--- src/rtl/alu_pkg.sv ---
// Shared encodings for the ALU / multiply-divide execution unit.
package alu_pkg;

    localparam int unsigned ALUOP_W = 4;
    localparam int unsigned MD_OP_W = 3;

    localparam logic [ALUOP_W-1:0] ALU_ADD  = 4'd0;
    localparam logic [ALUOP_W-1:0] ALU_SUB  = 4'd1;
    localparam logic [ALUOP_W-1:0] ALU_AND  = 4'd2;
    localparam logic [ALUOP_W-1:0] ALU_OR   = 4'd3;
    localparam logic [ALUOP_W-1:0] ALU_XOR  = 4'd4;
    localparam logic [ALUOP_W-1:0] ALU_NOR  = 4'd5;
    localparam logic [ALUOP_W-1:0] ALU_SLL  = 4'd6;
    localparam logic [ALUOP_W-1:0] ALU_SRL  = 4'd7;
    localparam logic [ALUOP_W-1:0] ALU_SRA  = 4'd8;
    localparam logic [ALUOP_W-1:0] ALU_SLT  = 4'd9;
    localparam logic [ALUOP_W-1:0] ALU_SLTU = 4'd10;
    localparam logic [ALUOP_W-1:0] ALU_LUI  = 4'd11;

    localparam logic [MD_OP_W-1:0] MD_MULT  = 3'd0;
    localparam logic [MD_OP_W-1:0] MD_MULTU = 3'd1;
    localparam logic [MD_OP_W-1:0] MD_DIV   = 3'd2;
    localparam logic [MD_OP_W-1:0] MD_DIVU  = 3'd3;
    localparam logic [MD_OP_W-1:0] MD_MTHI  = 3'd4;
    localparam logic [MD_OP_W-1:0] MD_MTLO  = 3'd5;

    typedef enum logic [0:0] {
        MD_IDLE = 1'b0,
        MD_RUN  = 1'b1
    } md_state_t;

    // Divide by zero: every quotient bit is this value; remainder returns the dividend.
    localparam logic DIV0_Q_BIT = 1'b1;

endpackage

--- src/rtl/alu_mdu_if.sv ---
// Multiply/divide request handshake and HI/LO result bus.
interface alu_mdu_if
    import alu_pkg::*;
#(
    parameter int unsigned WIDTH = 32
) ();
    logic [MD_OP_W-1:0] md_op;
    logic               md_start;
    logic               busy;
    logic               done;
    logic [WIDTH-1:0]   HI;
    logic [WIDTH-1:0]   LO;

    modport master (output md_op, md_start, input busy, done, HI, LO);
    modport slave  (input md_op, md_start, output busy, done, HI, LO);
endinterface

--- src/rtl/md_iter.sv ---
// Iterative radix-2 shift-add multiply / restoring divide datapath on magnitudes,
// with sign correction applied to the final step's result.
module md_iter
    import alu_pkg::*;
#(
    parameter int unsigned WIDTH = 32,
    parameter int unsigned SHW   = $clog2(WIDTH)
) (
    input  logic             clk,
    input  logic             reset_n,
    input  logic             load,
    input  logic             op_div,
    input  logic             op_signed,
    input  logic [WIDTH-1:0] a,
    input  logic [WIDTH-1:0] b,
    output logic             last_c,
    output logic [WIDTH-1:0] hi_c,
    output logic [WIDTH-1:0] lo_c
);
    localparam int unsigned CW = SHW + 1;

    logic [CW-1:0]      cnt_q;
    logic [WIDTH-1:0]   acc_q, sh_q, opb_q;
    logic               is_div_q, negq_q, negr_q, div0_q;

    logic               a_neg_c, b_neg_c;
    logic [WIDTH-1:0]   a_abs_c, b_abs_c;
    logic [WIDTH:0]     mul_sum_c, div_shift_c, div_diff_c;
    logic [WIDTH-1:0]   acc_nxt_c, sh_nxt_c;
    logic [2*WIDTH-1:0] prod_c, prod_s_c;

    assign a_neg_c = op_signed & a[WIDTH-1];
    assign b_neg_c = op_signed & b[WIDTH-1];
    assign a_abs_c = a_neg_c ? ('0 - a) : a;
    assign b_abs_c = b_neg_c ? ('0 - b) : b;

    assign mul_sum_c   = {1'b0, acc_q} + (sh_q[0] ? {1'b0, opb_q} : '0);
    assign div_shift_c = {acc_q, sh_q[WIDTH-1]};
    assign div_diff_c  = div_shift_c - {1'b0, opb_q};

    // One iteration: acc is the product high half / partial remainder, sh the multiplier / quotient.
    always_comb begin
        acc_nxt_c = mul_sum_c[WIDTH:1];
        sh_nxt_c  = {mul_sum_c[0], sh_q[WIDTH-1:1]};
        if (is_div_q) begin
            if (!div_diff_c[WIDTH]) begin
                acc_nxt_c = div_diff_c[WIDTH-1:0];
                sh_nxt_c  = {sh_q[WIDTH-2:0], 1'b1};
            end else begin
                acc_nxt_c = div_shift_c[WIDTH-1:0];
                sh_nxt_c  = {sh_q[WIDTH-2:0], 1'b0};
            end
        end
    end

    assign prod_c   = {acc_nxt_c, sh_nxt_c};
    assign prod_s_c = negq_q ? ('0 - prod_c) : prod_c;
    assign last_c   = (cnt_q == CW'(1));

    always_comb begin
        hi_c = prod_s_c[2*WIDTH-1:WIDTH];
        lo_c = prod_s_c[WIDTH-1:0];
        if (is_div_q) begin
            hi_c = negr_q ? ('0 - acc_nxt_c) : acc_nxt_c;
            lo_c = negq_q ? ('0 - sh_nxt_c) : sh_nxt_c;
            if (div0_q) begin
                lo_c = {WIDTH{DIV0_Q_BIT}};
            end
        end
    end

    always_ff @(posedge clk or negedge reset_n) begin
        if (!reset_n) begin
            cnt_q    <= '0;
            acc_q    <= '0;
            sh_q     <= '0;
            opb_q    <= '0;
            is_div_q <= 1'b0;
            negq_q   <= 1'b0;
            negr_q   <= 1'b0;
            div0_q   <= 1'b0;
        end else if (load) begin
            cnt_q    <= CW'(WIDTH);
            acc_q    <= '0;
            sh_q     <= a_abs_c;
            opb_q    <= b_abs_c;
            is_div_q <= op_div;
            negq_q   <= a_neg_c ^ b_neg_c;
            negr_q   <= a_neg_c;
            div0_q   <= op_div & (b == '0);
        end else if (cnt_q != '0) begin
            cnt_q <= cnt_q - CW'(1);
            acc_q <= acc_nxt_c;
            sh_q  <= sh_nxt_c;
        end
    end

endmodule

--- src/rtl/alu_mdu.sv ---
// Execution unit: combinational ALU plus a start/busy multiply-divide unit owning HI/LO.
module alu_mdu
    import alu_pkg::*;
#(
    parameter int unsigned WIDTH = 32,
    parameter int unsigned SHW   = $clog2(WIDTH)
) (
    input  logic               clk,
    input  logic               reset_n,
    input  logic [WIDTH-1:0]   A,
    input  logic [WIDTH-1:0]   B,
    input  logic [ALUOP_W-1:0] ALUOp,
    output logic [WIDTH-1:0]   C,
    output logic               Zero,
    output logic               Overflow,
    alu_mdu_if.slave           md
);
    logic [WIDTH-1:0] sum_c, diff_c;
    logic [SHW-1:0]   shamt_c;

    assign sum_c   = A + B;
    assign diff_c  = A - B;
    assign shamt_c = B[SHW-1:0];

    // ALU result and signed-overflow detection (ADD/SUB only).
    always_comb begin
        C        = '0;
        Overflow = 1'b0;
        case (ALUOp)
            ALU_ADD: begin
                C        = sum_c;
                Overflow = (A[WIDTH-1] == B[WIDTH-1]) && (sum_c[WIDTH-1] != A[WIDTH-1]);
            end
            ALU_SUB: begin
                C        = diff_c;
                Overflow = (A[WIDTH-1] != B[WIDTH-1]) && (diff_c[WIDTH-1] != A[WIDTH-1]);
            end
            ALU_AND:  C = A & B;
            ALU_OR:   C = A | B;
            ALU_XOR:  C = A ^ B;
            ALU_NOR:  C = ~(A | B);
            ALU_SLL:  C = A << shamt_c;
            ALU_SRL:  C = A >> shamt_c;
            ALU_SRA:  C = WIDTH'($signed(A) >>> shamt_c);
            ALU_SLT:  C = WIDTH'($signed(A) < $signed(B));
            ALU_SLTU: C = WIDTH'(A < B);
            ALU_LUI:  C = B << (WIDTH / 2);
            default:  C = '0;
        endcase
    end

    assign Zero = (C == '0);

    md_state_t        state_q, state_d;
    logic             busy_q, busy_d, done_q, done_d;
    logic [WIDTH-1:0] hi_q, hi_d, lo_q, lo_d;
    logic             load_c, op_muldiv_c, op_div_c, op_signed_c;
    logic             last_c;
    logic [WIDTH-1:0] res_hi_c, res_lo_c;

    assign op_muldiv_c = (md.md_op == MD_MULT) || (md.md_op == MD_MULTU)
                      || (md.md_op == MD_DIV)  || (md.md_op == MD_DIVU);
    assign op_div_c    = (md.md_op == MD_DIV)  || (md.md_op == MD_DIVU);
    assign op_signed_c = (md.md_op == MD_MULT) || (md.md_op == MD_DIV);

    md_iter #(
        .WIDTH (WIDTH),
        .SHW   (SHW)
    ) u_iter (
        .clk       (clk),
        .reset_n   (reset_n),
        .load      (load_c),
        .op_div    (op_div_c),
        .op_signed (op_signed_c),
        .a         (A),
        .b         (B),
        .last_c    (last_c),
        .hi_c      (res_hi_c),
        .lo_c      (res_lo_c)
    );

    always_ff @(posedge clk or negedge reset_n) begin
        if (!reset_n) begin
            state_q <= MD_IDLE;
            busy_q  <= 1'b0;
            done_q  <= 1'b0;
            hi_q    <= '0;
            lo_q    <= '0;
        end else begin
            state_q <= state_d;
            busy_q  <= busy_d;
            done_q  <= done_d;
            hi_q    <= hi_d;
            lo_q    <= lo_d;
        end
    end

    // Handshake: requests are only taken in IDLE, so a start while running is dropped.
    always_comb begin
        state_d = state_q;
        busy_d  = busy_q;
        done_d  = 1'b0;
        hi_d    = hi_q;
        lo_d    = lo_q;
        load_c  = 1'b0;
        case (state_q)
            MD_IDLE: begin
                if (md.md_start) begin
                    if (op_muldiv_c) begin
                        load_c  = 1'b1;
                        busy_d  = 1'b1;
                        state_d = MD_RUN;
                    end else if (md.md_op == MD_MTHI) begin
                        hi_d = A;
                    end else if (md.md_op == MD_MTLO) begin
                        lo_d = A;
                    end
                end
            end
            MD_RUN: begin
                if (last_c) begin
                    hi_d    = res_hi_c;
                    lo_d    = res_lo_c;
                    busy_d  = 1'b0;
                    done_d  = 1'b1;
                    state_d = MD_IDLE;
                end
            end
            default: state_d = MD_IDLE;
        endcase
    end

    assign md.busy = busy_q;
    assign md.done = done_q;
    assign md.HI   = hi_q;
    assign md.LO   = lo_q;

endmodule

--- src/flat_wrapper.sv ---
// flat-port wrapper written by rule: the top's interface ports become plain ports
module alu_mdu_flat import alu_pkg::*;
#(
    parameter int unsigned WIDTH = 32,
    parameter int unsigned SHW   = $clog2(WIDTH)
)
  (clk, reset_n, A, B, ALUOp, C, Zero, Overflow, md_md_op, md_md_start, md_busy, md_done, md_HI, md_LO);
  alu_mdu_if #(.WIDTH(WIDTH)) md_i ();
  input  logic clk;
  input  logic reset_n;
  input  logic [WIDTH-1:0] A;
  input  logic [WIDTH-1:0] B;
  input  logic [ALUOP_W-1:0] ALUOp;
  output logic [WIDTH-1:0] C;
  output logic Zero;
  output logic Overflow;
  input wire logic [$bits(md_i.md_op)-1:0] md_md_op;
  input wire logic [$bits(md_i.md_start)-1:0] md_md_start;
  output wire logic [$bits(md_i.busy)-1:0] md_busy;
  output wire logic [$bits(md_i.done)-1:0] md_done;
  output wire logic [$bits(md_i.HI)-1:0] md_HI;
  output wire logic [$bits(md_i.LO)-1:0] md_LO;
  assign md_i.md_op = md_md_op;
  assign md_i.md_start = md_md_start;
  assign md_busy = md_i.busy;
  assign md_done = md_i.done;
  assign md_HI = md_i.HI;
  assign md_LO = md_i.LO;
  alu_mdu #(.WIDTH(WIDTH), .SHW(SHW)) u_core (.clk(clk), .reset_n(reset_n), .A(A), .B(B), .ALUOp(ALUOp), .C(C), .Zero(Zero), .Overflow(Overflow), .md(md_i));
endmodule
--- config.mk ---
export PLATFORM = sky130hd
export DESIGN_NAME = alu_mdu_flat
export DESIGN_NICKNAME = d
export VERILOG_FILES = /design/src/rtl/alu_pkg.sv /design/src/rtl/alu_mdu_if.sv /design/src/rtl/md_iter.sv /design/src/rtl/alu_mdu.sv /design/src/flat_wrapper.sv
export SDC_FILE = /design/constraint.sdc
export NUM_CORES = 1
export LEC_CHECK = 0
export BUFFER_PORTS_ARGS = -buffer_cell sky130_fd_sc_hd__buf_4
export CAP_MARGIN = 20
export CELL_PAD_IN_SITES_DETAIL_PLACEMENT = 1
export CELL_PAD_IN_SITES_GLOBAL_PLACEMENT = 1
export CORE_ASPECT_RATIO = 0.8
export CORE_MARGIN = 8
export CORE_UTILIZATION = 40
export DETAILED_ROUTE_END_ITERATION = 8
export PLACE_DENSITY_LB_ADDON = 0.1
export SLEW_MARGIN = 20
export SYNTH_ARGS = -nofsm -noshare
export SYNTH_HDL_FRONTEND = slang
export SYNTH_SLANG_ARGS = --single-unit
--- constraint.sdc ---
create_clock -name clk -period 6.2 [get_ports clk]
set_input_delay 0.93 -clock clk [delete_from_list [all_inputs] [get_ports clk]]
set_output_delay 0.93 -clock clk [all_outputs]
set_load 0.02 [all_outputs]
* Word level (Yosys, flattened, before mapping) *
Index checks and enable logic that the tools add are counted.

operators by class
  add/subtract/negate cells = 10
  $lt $le $gt $ge = 2
  equality and inequality tests = 28
  shift-type cells = 3
  muxes and demuxes = 43
  bitwise logic cells = 9
  reductions and logical operators = 16

operator list
  kind                     count
  $mux W32                 24
  $pmux W32 S12            1
  $pmux W32 S2             2
  $sub A1 B32 Y32 const A  4
  $logic_not A32 Y1        2
  $lt A32 B32 Y1           2
  $mux W64                 1
  $sub A1 B64 Y64 const A  1
  $add A32 B32 Y33         1
  $sub A33 B32 Y33         1
  $add A32 B32 Y32         1
  $and A32 B32 Y32         1
  $not A32 Y32             1
  $or A32 B32 Y32          1
  $shl A32 B5 Y32          1
  $shr A32 B5 Y32          1
  $sshr A32 B5 Y32         1
  $sub A32 B32 Y32         1
  $xor A32 B32 Y32         1
  $eq A4 B3 Y1 const B     4
  $eq A4 B4 Y1 const B     4
  $mux W6                  2
  $mux W1                  10
  $eq A4 B2 Y1 const B     2
  other kinds (23)         41

storage, ports and cells
  register bits = 173
  output and inout port bits = 100
  word-level logic and storage cells = 124

* Logic depth before layout (Yosys ltp) *
  depth in word-level cells = 9
  depth in mapped cells = 25
  depth with buffers taken out = 23

* By module *
Synthesis repeated with hierarchy kept, for this count alone.

second synthesis, totals
  cells, all modules = 3509
  area total of the unflattened synthesis = 25518.2 um2

by module, submodules not included
  module   times used  cells each  area an instance (um2)
  alu_mdu  1           1777        12993.7
  md_iter  1           1732        12524.5

* Worst setup path before layout *
No wires, ideal clock.

  path kind = input to output
  start = in B[2]
  end = out Zero
  arrival time = 6.277 ns
  required time = 5.270 ns
  slack = -1.007 ns
  stages on the path = 19
  path buffers = 4
  cells stage by stage = clkbuf_1 inv_2 buf_1 clkbuf_1 buf_1 ha_1 a21oi_1 o21bai_1 a221o_1 a41o_1 a41o_1 a21o_1 a221oi_1 o211ai_1 or4_1 nor4_1 nand4bb_1 and4b_1 nor4b_1

between the ends
  elaborated cells on any way between the ends = 13
  classes of those cells = 2 x add/sub; 2 x order compare; 3 x shift; 1 x mux; 4 x bitwise; 1 x reduce/logical

RTL lines
  what                                      line                RTL
  from (decl)                               flat_wrapper.sv:12  input logic [WIDTH-1:0] B;
  $sub A32 B32 Y32 (tied with other cells)  alu_mdu.sv:22       assign diff_c = A - B;
  $pmux W32 S12 *                           alu_mdu.sv:29       case (ALUOp)
  via C[14]                                 flat_wrapper.sv:14  output logic [WIDTH-1:0] C;
  $logic_not A32 Y1 *                       alu_mdu.sv:52       assign Zero = (C == '0);
  to (decl)                                 flat_wrapper.sv:15  output logic Zero;

The timed path passes the listed nets; every way through them passes the cells marked *.

* Worst setup path in the final report *
  start = in A[9]
  end = out Zero

between the ends
  cells in the longest elaborated chain, start to end = 4
  elaborated cells on any way between the ends = 13
  classes of those cells = 2 x add/sub; 2 x order compare; 3 x shift; 1 x mux; 4 x bitwise; 1 x reduce/logical

RTL lines
  what                                                      line                RTL
  from (decl)                                               flat_wrapper.sv:11  input logic [WIDTH-1:0] A;
  branches (longest 2 deep; another with $sub A32 B32 Y32)  n/a
  $pmux W32 S12 *                                           alu_mdu.sv:29
  $logic_not A32 Y1 *                                       alu_mdu.sv:52

Every way passes the cells marked *.

==> results.json <==
{
  "vias": 29396,
  "power_density_mw_per_mm2": 545,
  "cp_slowest_cell": "or4_1",
  "grt_max_degree": 99,
  "nNetsFinal": 3693,
  "netlist-cell-type-count": 90,
  "grt_pass1_wl_um": 200000,
  "p_total_mw": 15.5,
  "preCtsSetupSlack_ns": -0.153,
  "dieArea_mm2": 0.0694,
  "ys_seq_area_share_pct": 17.7,
  "cts_sinks": 173,
  "async_flop_share_pct": 100,
  "hold_class": "in -> async",
  "antenna_left": 0,
  "numCtsBuffers": 17,
  "gp_congestion": 1.00,
  "multi_input_area_mm2": 0.0187,
  "ys_warn_count": 0,
  "slew_headroom_pct": 26.9,
  "num_rows": 81,
  "finClkSkew_ns": 0.0161,
  "rsz0062_at_grt": "false",
  "remaining_drc_errors": 0,
  "post_cts_buffers": 0,
  "ir_worst_vdd_mv": 0.374,
  "min_period_over_period_pct": 98.3,
  "synth_seq_cells": 173,
  "clkLatencyLatePin_ns": 0.48,
  "synth-edff-count": 0,
  "whs_ns": 0.420,
  "die_h_um": 237,
  "wl_um": 137000,
  "ctsHtreeMaxLevel": 4,
  "wl_per_cell_um": 32.3,
  "syn_nets": 3515,
  "clk_pin_slew_worst_paths_ns": 0.08,
  "period_needed_ns": 6.09,
  "cp_common_cell": "buf_4",
  "syn_inst": 3269,
  "crit_fanout": 14,
  "clk_path_buf_depth": 2,
  "coreArea_mm2": 0.0608,
  "antenna_found_initial": 4,
  "critPathBufInv": 4,
  "dr.first_iter.drc_count": 3757,
  "root_buffer": "clkbuf_16",
  "max_cap_viol_count": 0,
  "track_usage_pct": 37.9,
  "fin_setup_tns_ns": 0,
  "fp.dieW_um": 293,
  "slew_violations": 0,
  "critPathKind": "in -> out",
  "grt-ovfl-total": 0,
  "yosysMostFrequentCell": "nand2_1",
  "cts_tree": "yes",
  "synthFlopType": "dfrtp_1",
  "synth_area_leader_cell": "dfrtp_1",
  "crit_required_ns": 5.27,
  "synth.top_cells.by_count": "nand2_1, nor2_1, o21ai_0",
  "finalHoldViolCount": 0,
  "cp-end-kind": "output pin",
  "io-pin-count": 174,
  "status": "completed",
  "grt_pass1_vias": 29223,
  "slowest_delay_ns": 0.54,
  "fin_util_pct": 46.8,
  "p_leak_nw": 12.3,
  "cp_top_family": "compound AO/OA/AOI/OAI gates",
  "synth_top_area_share_pct": 17.7,
  "arrival_ns": 5.16,
  "port_buffers": 173,
  "synth.area.top_cells": "dfrtp_1, ha_1, mux4_2",
  "tightest_slew_ns": 1.09,
  "cp-start-kind": "primary input",
  "nFillCells": 7560,
  "drive_gt1_share_pct": 17.6,
  "syn_to_final_growth_pct": 16.2,
  "clock.fmax_mhz": 164,
  "avgSynthCellArea_um2": 7.49,
  "dp_hpwl_um": 105000,
  "setup_viol": 0,
  "fin_ws_ns": 0.107,
  "start_util_pct": 40.3,
  "crit_chain": "buf_4, inv_1, ha_1, or4_1, o31ai_1, buf_4, o211a_1, o21ai_0, a21oi_1, o221ai_1, a221o_1, nor3_1, and4b_1, nor4b_4, buf_4",
  "drtPass1Iterations": 6,
  "vias_per_cell": 6.92,
  "seq_area_mm2": 0.00433,
  "netlist_area_mm2": 0.0245
}
## repair_timing
item | in CTS | in global routing
gates resized for setup | 2 | 13
cloned | 0 | 1
hold endpoints to repair | 0 | 0
hold buffers | 0 | 0
pin swaps | 0 | 1
endpoints found under the setup margin | 1 | 3
## through the flow
step | cells | area, um2
after floorplan | 3269 | 24500
after detailed placement | 4215 | 27700
after CTS | 4247 | 28300
final | 4249 | 28500
after global placement | 4215 | 27700
after global routing | 4248 | 28400
## worst reg2reg max path: stages (launching register included)
cell	delay, ns
dfrtp_1	0.39
inv_1	0.09
ha_1	0.23
fa_1	0.39
nand2b_1	0.26
a211oi_4	0.45
nor2_2	0.15
o311ai_4	0.37
a21oi_4	0.13
xnor2_4	0.16
nor2_1	0.21
a21oi_1	0.31
ha_1	0.26
nand2_1	0.10
or4_1	0.49
nor2_1	0.16
nand2_1	0.10
o21ai_1	0.12
buf_4	0.18
nand2b_1	0.27
o21ai_0	0.22
xor2_1	0.22
mux2i_1	0.39
a21oi_1	0.12
## power by group
part           internal (mW)  switching [mW]  leakage (nW)
clock network          0.665           0.564         0.294
logic                   4.33            7.56          9.95
registers               1.70           0.700          2.08
total                   6.69            8.82          12.3
## path summary, 6_finish.rpt
check / cells after the start / end / slack (ns) / startpoint
min: 1 / u_core.md.LO[7] / 0.42 / reset_n
min reg2reg: 2 / u_core.u_iter.opb_q[22] / 0.49 / u_core.u_iter.opb_q[22]
max: 15 / Zero / 0.11 / A[9]
min in group clk: 2 / u_core.u_iter.opb_q[22] / 0.49 / u_core.u_iter.opb_q[22]
max reg2reg: 23 / u_core.md.HI[6] / 0.31 / u_core.u_iter.sh_q[31]
max in group asynchronous: 2 / u_core.u_iter.opb_q[25] / 4.50 / reset_n
## state kept, by name, indices dropped and copies added (netlist names)
register,cells
u_core.state_q,1
u_core.md.LO,32
u_core.u_iter.cnt_q,6
u_core.md.busy,1
u_core.u_iter.div0_q,1
u_core.u_iter.acc_q,32
u_core.u_iter.opb_q,32
u_core.u_iter.sh_q,32
u_core.u_iter.is_div_q,1
u_core.md.HI,32
u_core.u_iter.negr_q,1
u_core.md.done,1
u_core.u_iter.negq_q,1
## cells by family after synthesis
kind of cell,synth area share (%)
flip-flops,17.7
AND/OR/NAND/NOR,20.3
buffers and inverters,6.43
multiplexers,11.7
XOR/XNOR,5.99
adder cells (fa/ha/maj),8.91
AO/OA/AOI/OAI,29.0
## cell usage in the layout (no fill, tap or decap), types with 15 or more instances in the layout
cell type and count:
mux4_2 74, mux2_2 28, a21oi_1 247, and3_1 24
nor4_1 27, ha_1 168, a31oi_1 53, nor3_1 84
inv_1 156, a21o_1 59, a211oi_1 48, mux2i_1 89
o22ai_1 54, clkbuf_16 18, o21a_1 23, o21ai_0 280
buf_4 405, or3_1 49, dfrtp_1 171, o21bai_1 20
o31ai_1 27, a41oi_1 15, o211ai_1 57, a221o_1 15
nand4_1 36, nand3_1 59, nand2b_1 34, nor2_1 305
a22oi_1 22, xnor2_1 115, a221oi_1 16, xor2_1 46
and2_1 19, nor2b_1 18, nand2_1 339
## routing by layer
layer / vias to the layer above / part of all wire [%] / GRT usage [%]
li1: 12413 / - / -
met2: 1801 / 40 / 53.8
met5: - / 0.0095 / 0
met4: 2 / 4.7 / 15.5
met1: 14810 / 43 / 53.2
met3: 370 / 12 / 11.2
## layout make-up
type	count	area share (%)
Multi-Input combinational cell	2682	65.9
Antenna cell	1	0.00880
Clock inverter	10	0.532
Inverter	162	2.14
Tap cell	788	3.47
Timing Repair Buffer	411	11.1
Clock buffer	22	1.63
Sequential cell	173	15.2
No activity file was read; power rests on OpenSTA's default activity.
